**src/rtl/harmonic_phase_sequencer.sv**
```systemverilog
// rtl/harmonic_phase_sequencer.sv - per-tick harmonic angle issue with amplitude and term markers aligned to the multiplier
module harmonic_phase_sequencer #(
  parameter int WIDTH     = 24,
  parameter int N_HARM    = 8,
  parameter int IDX_W     = 3,
  parameter int ALIGN_DLY = 25
) (
  input  logic             clk,
  input  logic             reset,
  input  logic             sample_tick_i,
  input  logic [WIDTH-1:0] freq_word_i,
  input  logic [IDX_W:0]   harm_count_i,
  input  logic             amp_we_i,
  input  logic [IDX_W-1:0] amp_addr_i,
  input  logic [WIDTH-1:0] amp_data_i,
  output logic             send_o,
  output logic [WIDTH-1:0] angle_o,
  output logic [IDX_W-1:0] harm_idx_o,
  output logic [WIDTH-1:0] harmo_amp_o,
  output logic             term_valid_o,
  output logic             term_last_o,
  output logic             busy_o,
  output logic             overrun_o
);

  typedef enum logic {IDLE = 1'b0, ISSUE = 1'b1} state_t;

  localparam logic [IDX_W:0]   H_MAX   = (IDX_W+1)'(N_HARM);
  localparam logic [IDX_W:0]   H_ONE   = 1;
  localparam logic [IDX_W-1:0] IDX_ONE = 1;

  state_t               state_q, state_d;
  logic [WIDTH-1:0]     phase_acc_q, phase_acc_d;
  logic [WIDTH-1:0]     h_angle_q, h_angle_d;
  logic [WIDTH-1:0]     step_q, step_d;
  logic [IDX_W-1:0]     idx_q, idx_d;
  logic [IDX_W:0]       h_q, h_d;
  logic                 overrun_q, overrun_d;
  logic [WIDTH-1:0]     amp_bank_q [N_HARM];
  logic [WIDTH-1:0]     amp_bank_d [N_HARM];
  logic [WIDTH-1:0]     amp_dly_q [ALIGN_DLY];
  logic [WIDTH-1:0]     amp_dly_d [ALIGN_DLY];
  logic [ALIGN_DLY-1:0] valid_dly_q, valid_dly_d;
  logic [ALIGN_DLY-1:0] last_dly_q, last_dly_d;

  logic                 issuing;
  logic                 last_issue;
  logic [WIDTH-1:0]     new_phase;
  logic [IDX_W:0]       h_clamped;

  always_comb begin
    issuing    = (state_q == ISSUE);
    last_issue = issuing && ({1'b0, idx_q} == (h_q - H_ONE));
    new_phase  = phase_acc_q + freq_word_i;
    if (harm_count_i == '0)
      h_clamped = H_ONE;
    else if (harm_count_i > H_MAX)
      h_clamped = H_MAX;
    else
      h_clamped = harm_count_i;
  end

  // h_angle/idx freeze on the last issue cycle so angle_o holds between frames
  always_comb begin
    state_d     = state_q;
    phase_acc_d = phase_acc_q;
    h_angle_d   = h_angle_q;
    step_d      = step_q;
    idx_d       = idx_q;
    h_d         = h_q;
    overrun_d   = overrun_q;
    case (state_q)
      IDLE: begin
        if (sample_tick_i) begin
          phase_acc_d = new_phase;
          h_angle_d   = new_phase;
          step_d      = new_phase;
          idx_d       = '0;
          h_d         = h_clamped;
          state_d     = ISSUE;
        end
      end
      ISSUE: begin
        if (sample_tick_i)
          overrun_d = 1'b1;
        if (last_issue) begin
          state_d = IDLE;
        end else begin
          h_angle_d = h_angle_q + step_q;
          idx_d     = idx_q + IDX_ONE;
        end
      end
      default: state_d = IDLE;
    endcase
  end

  // Bank reads use the registered contents, so a same-cycle write is seen only by later issues
  always_comb begin
    amp_bank_d = amp_bank_q;
    if (amp_we_i)
      amp_bank_d[amp_addr_i] = amp_data_i;

    amp_dly_d[0]   = issuing ? amp_bank_q[idx_q] : '0;
    valid_dly_d[0] = issuing;
    last_dly_d[0]  = last_issue;
    for (int i = 1; i < ALIGN_DLY; i++) begin
      amp_dly_d[i]   = amp_dly_q[i-1];
      valid_dly_d[i] = valid_dly_q[i-1];
      last_dly_d[i]  = last_dly_q[i-1];
    end
  end

  always_ff @(posedge clk) begin
    if (reset) begin
      state_q     <= IDLE;
      phase_acc_q <= '0;
      h_angle_q   <= '0;
      step_q      <= '0;
      idx_q       <= '0;
      h_q         <= '0;
      overrun_q   <= 1'b0;
      for (int i = 0; i < N_HARM; i++)
        amp_bank_q[i] <= '0;
      for (int i = 0; i < ALIGN_DLY; i++)
        amp_dly_q[i] <= '0;
      valid_dly_q <= '0;
      last_dly_q  <= '0;
    end else begin
      state_q     <= state_d;
      phase_acc_q <= phase_acc_d;
      h_angle_q   <= h_angle_d;
      step_q      <= step_d;
      idx_q       <= idx_d;
      h_q         <= h_d;
      overrun_q   <= overrun_d;
      amp_bank_q  <= amp_bank_d;
      amp_dly_q   <= amp_dly_d;
      valid_dly_q <= valid_dly_d;
      last_dly_q  <= last_dly_d;
    end
  end

  assign send_o       = issuing;
  assign busy_o       = issuing;
  assign angle_o      = h_angle_q;
  assign harm_idx_o   = idx_q;
  assign harmo_amp_o  = amp_dly_q[ALIGN_DLY-1];
  assign term_valid_o = valid_dly_q[ALIGN_DLY-1];
  assign term_last_o  = last_dly_q[ALIGN_DLY-1];
  assign overrun_o    = overrun_q;

endmodule

```
**config.mk**
```make
export PLATFORM = sky130hd
export DESIGN_NAME = harmonic_phase_sequencer
export DESIGN_NICKNAME = d
export VERILOG_FILES = /design/src/rtl/harmonic_phase_sequencer.sv
export SDC_FILE = /design/constraint.sdc
export NUM_CORES = 1
export LEC_CHECK = 0
export BUFFER_PORTS_ARGS = -buffer_cell sky130_fd_sc_hd__buf_2
export CAP_MARGIN = 20
export CORE_MARGIN = 3
export CORE_UTILIZATION = 40
export DETAILED_ROUTE_END_ITERATION = 12
export GPL_TIMING_DRIVEN = 0
export PLACE_DENSITY = 0.57
export SLEW_MARGIN = 10
export SYNTH_ARGS = -nofsm -noshare
export SYNTH_HDL_FRONTEND = slang
export SYNTH_SLANG_ARGS = --single-unit
```
**constraint.sdc**
```tcl
create_clock -name clk -period 3.1 [get_ports clk]
set_input_delay 0.62 -clock clk [delete_from_list [all_inputs] [get_ports clk]]
set_output_delay 0.62 -clock clk [all_outputs]
set_load 0.05 [all_outputs]
```
==> flow_summary.json <==
{
  "status": "completed",
  "floorplan.initialDensity_pct": 40.7,
  "wire_length_of_the_first_global_routing_pass_mm": 102,
  "pwr-share-clk_pct": 43.1,
  "stdcell_count": 4133,
  "antenna_found_initial": 9,
  "edff_count_synth": 0,
  "yosys-top-cells-area": "sky130_fd_sc_hd__dfxtp_1 60%, sky130_fd_sc_hd__nor2b_1 13%, sky130_fd_sc_hd__nand2_1 5.8%",
  "multiInputGateArea_sq_um": 11200,
  "startpoint_type": "register",
  "final_min_period_over_clock_period_pct": 96.5,
  "synthesis.instances": 2921,
  "detailed_place_hpwl_mm": 46.2,
  "required_time_of_the_critical_path_ns": 3.60,
  "max_slew_margin_pct": 27.6,
  "number_of_synthesized_register_bits": 899,
  "avgViaCountPerCell": 4.82,
  "clock-root-buffer": "sky130_fd_sc_hd__clkbuf_16",
  "cap_viol_max_count": 0,
  "number_of_nets_produced_by_synthesis": 3030,
  "r2r-start": "step_q[8]",
  "dr_wl_cell_um": 15.6,
  "synth_area_per_cell_sq_um": 10.3,
  "cts_hold_buffers": 0,
  "r2r_setup_slack_ns": 0.11,
  "placed_area_sq_um": 31600,
  "dr_total_vias": 19900,
  "maximum_number_of_pins_on_one_net_before_global_route_repair": 16,
  "max_stage_delay_ns": 0.51,
  "drc": 0,
  "register_area_sq_um": 18000,
  "nNetsFinal": 3210,
  "worst_slew_pin_slew_ns": 1.08,
  "holdPathStages": 3,
  "fin_area_sq_um": 34600,
  "synth_cell_types": 60,
  "critical_path.most_common_cell": "sky130_fd_sc_hd__a211oi_1",
  "cp_slowest_cell": "sky130_fd_sc_hd__a211oi_1",
  "timing.final.hold_violations": 0,
  "clock_insertion_delay_worst_skew_ns": 0.65,
  "slew_violations": 0,
  "grt_pass1_vias": 19400,
  "track_usage_pct": 16.4,
  "switching_share_pct": 24.3,
  "route.final.wire_length_mm": 64.4,
  "cts_inserted_buffers": 88,
  "path_cells": "ha_1, a21o_1, and2_1, nor4b_2, o21bai_1, a211oi_1, nor4b_1, a211oi_1, a211oi_1",
  "core-area_sq_um": 73600,
  "critPathKind": "register to register",
  "port_buffers": 88,
  "setup_viol": 0,
  "core.rowCount": 99,
  "fin_crit_ns": 2.99,
  "first_pass_iters": 6,
  "clock_tree.buffer_depth": 3,
  "die_height_um": 280,
  "tritoncts_num_sinks": 899,
  "internal_power_w": 0.0182,
  "fillers": 6951,
  "place_ws_ns": -0.802,
  "globalRouteOverflowTotal": 0,
  "min_path_type": "primary input to register",
  "critPathMaxFanout": 4,
  "post_synthesis_sequential_area_ratio_pct": 60.1,
  "worstReg2RegEnd": "angle_o[22]",
  "synth-warning-count": 0,
  "ys.flop_type": "sky130_fd_sc_hd__dfxtp_1",
  "worst_hold_startpoint": "amp_data_i[1]",
  "postSynth.asyncResetShare_pct": 0,
  "share_seq_of_total_power_pct": 49.1,
  "ios": 115,
  "floorplan.die_area_sq_um": 78200,
  "p_switching_w": 0.00586,
  "holdPathEnd": "amp_bank_q[1]",
  "ys_top_cells_by_count": "899 x sky130_fd_sc_hd__dfxtp_1, 634 x sky130_fd_sc_hd__nor2b_1, 461 x sky130_fd_sc_hd__nand2_1",
  "final_layout_size_suffix_gt1_share_pct": 10.4,
  "synth.top_cell.area_share_pct": 60.1,
  "final_critical_path_setup_slack_ns": 0.110,
  "crit_arrival_ns": 3.49,
  "finalWeightedCongestion": 0.940,
  "ir_drop_uv": 383,
  "finalHoldWorstSlack_ns": 0.304,
  "ff2ff_path_depth": 9,
  "areaGrowthSynthToFinish_pct": 15.5,
  "netlist_area_sq_um": 30000,
  "fp.dieW_um": 280,
  "timing.critical_path.to_type": "register",
  "ctsHtreeMaxLevel": 3,
  "p_comb_share_pct": 7.8,
  "yosys.area.top_type": "sky130_fd_sc_hd__dfxtp_1",
  "cts.reportedPaths.clkPinSlew_ns": 0.06,
  "critical_path_buf_inv_count": 0,
  "critPathTopFamily": "compound AO/OA/AOI/OAI gates",
  "fmaxAchievable_mhz": 334,
  "fin_worst_skew_ns": 0.0357,
  "p_per_area_nw_per_um2": 696,
  "synthMostInstantiatedCell": "sky130_fd_sc_hd__dfxtp_1",
  "power.leakage_nw": 13.1,
  "antenna_left": 0,
  "cts_tree": "done",
  "drtIter0Drc": 1177,
  "placedCellCount": 3968
}
==> metrics by stage <==
step           setup TNS (ns)  utilization, %  power (W)
5_1_grt               -0.0203            47.0     0.0251
2_1_floorplan               0               -     0.0134
3_3_place_gp           -12.19            42.9     0.0139
3_5_place_dp           -20.57            42.9     0.0139
6_report                    0            47.0     0.0241
4_1_cts                     0            46.9     0.0244
==> tightest hold or removal path, delay by kind of cell <==
kind | cells | cell delay, ns
AO/OA/AOI/OAI | 1 | 0.05
buffers and inverters | 1 | 0.15
AND/OR/NAND/NOR | 1 | 0.08
==> layer usage <==
layer	global-route usage (%)	vias up	part of all wire, %
met2	27.6	505	48
met5	0	-	0.11
met3	4.18	147	6.8
met4	6.20	10	3.1
met1	20.2	9402	42
li1	-	9853	-
==> timing repair <==
action / in CTS / in global routing
gates resized for setup: 8 / 19
pin swaps: 0 / 2
setup endpoints to repair: 11 / 26
gates cloned: 0 / 0
buffers inserted: 0 / 2
==> power groups by stage <==
| stage | clock (W) | sequential (W) | combinational [W] |
|---|---|---|---|
| 2_1_floorplan | 0 | 0.0122 | 0.00116 |
| 3_3_place_gp | 0 | 0.0121 | 0.00179 |
| 3_5_place_dp | 0 | 0.0121 | 0.00183 |
| 4_1_cts | 0.0107 | 0.0118 | 0.00185 |
| 5_1_grt | 0.0112 | 0.0118 | 0.00206 |
| 6_report | 0.0104 | 0.0118 | 0.00189 |
==> placed cells by master, fill, tap and decap left out, types with 4 or more instances in the layout <==
cell type / n
sky130_fd_sc_hd__dfxtp_1: 899
sky130_fd_sc_hd__nor2b_1: 634
sky130_fd_sc_hd__nand2_1: 461
sky130_fd_sc_hd__a21oi_1: 254
sky130_fd_sc_hd__clkbuf_1: 176
sky130_fd_sc_hd__buf_2: 92
sky130_fd_sc_hd__clkbuf_16: 88
sky130_fd_sc_hd__nor2_1: 86
sky130_fd_sc_hd__mux4_2: 48
sky130_fd_sc_hd__ha_1: 48
sky130_fd_sc_hd__mux2i_1: 37
sky130_fd_sc_hd__clkbuf_2: 29
sky130_fd_sc_hd__o21ai_0: 24
sky130_fd_sc_hd__a211oi_1: 21
sky130_fd_sc_hd__xnor2_1: 20
sky130_fd_sc_hd__xor2_1: 20
sky130_fd_sc_hd__inv_1: 18
sky130_fd_sc_hd__clkinv_2: 18
sky130_fd_sc_hd__nand3_1: 17
sky130_fd_sc_hd__nor3_1: 16
sky130_fd_sc_hd__a21o_1: 16
sky130_fd_sc_hd__clkbuf_8: 15
sky130_fd_sc_hd__nand2b_1: 11
sky130_fd_sc_hd__o21bai_1: 8
sky130_fd_sc_hd__buf_1: 7
sky130_fd_sc_hd__nand3b_1: 7
sky130_fd_sc_hd__nand4_1: 6
sky130_fd_sc_hd__o211ai_1: 6
sky130_fd_sc_hd__diode_2: 5
sky130_fd_sc_hd__a31oi_1: 5
sky130_fd_sc_hd__o21a_1: 4
sky130_fd_sc_hd__and3_1: 4
==> registers in the layout, summed over array words and instances, names as in the netlist, 3 cells and up <==
signal / count
h_q: 4
harm_idx_o: 3
amp_dly_d: 576
amp_bank_q: 192
last_dly_q: 25
angle_o: 24
valid_dly_q: 25
step_q: 24
harmo_amp_o: 24
==> cell type report <==
type,count,share of cell area [%]
inverter,18,0.195
timing repair buffer,90,1.32
buffer,195,2.25
clock inverter,33,1.12
multi-input combinational,1809,32.4
tap,959,3.47
sequential,899,52.0
antenna,5,0.0362
clock buffer,125,7.20
==> how the worst max path moves through the flow <==
stage | start | endpoint | cells after the start
after floorplan | freq_word_i[0] | angle_o[20] | 10
after global placement | freq_word_i[0] | angle_o[20] | 11
after detailed placement | freq_word_i[0] | angle_o[20] | 11
after CTS | angle_o[8] | angle_o[22] | 9
after global routing | step_q[0] | step_q[22] | 10
final | step_q[8] | angle_o[22] | 9
==> cell families after synthesis <==
kind of cell               synth area share, %
AOI/OAI and AO/OA                         7.30
and+or+nand+nor                           21.7
buffers and inverters                     2.80
xor gates and xnor gates                  1.17
muxes                                     4.84
DFF                                       60.1
adders and majority gates                 2.14
Note: power is estimated with default switching activity, not from simulation.
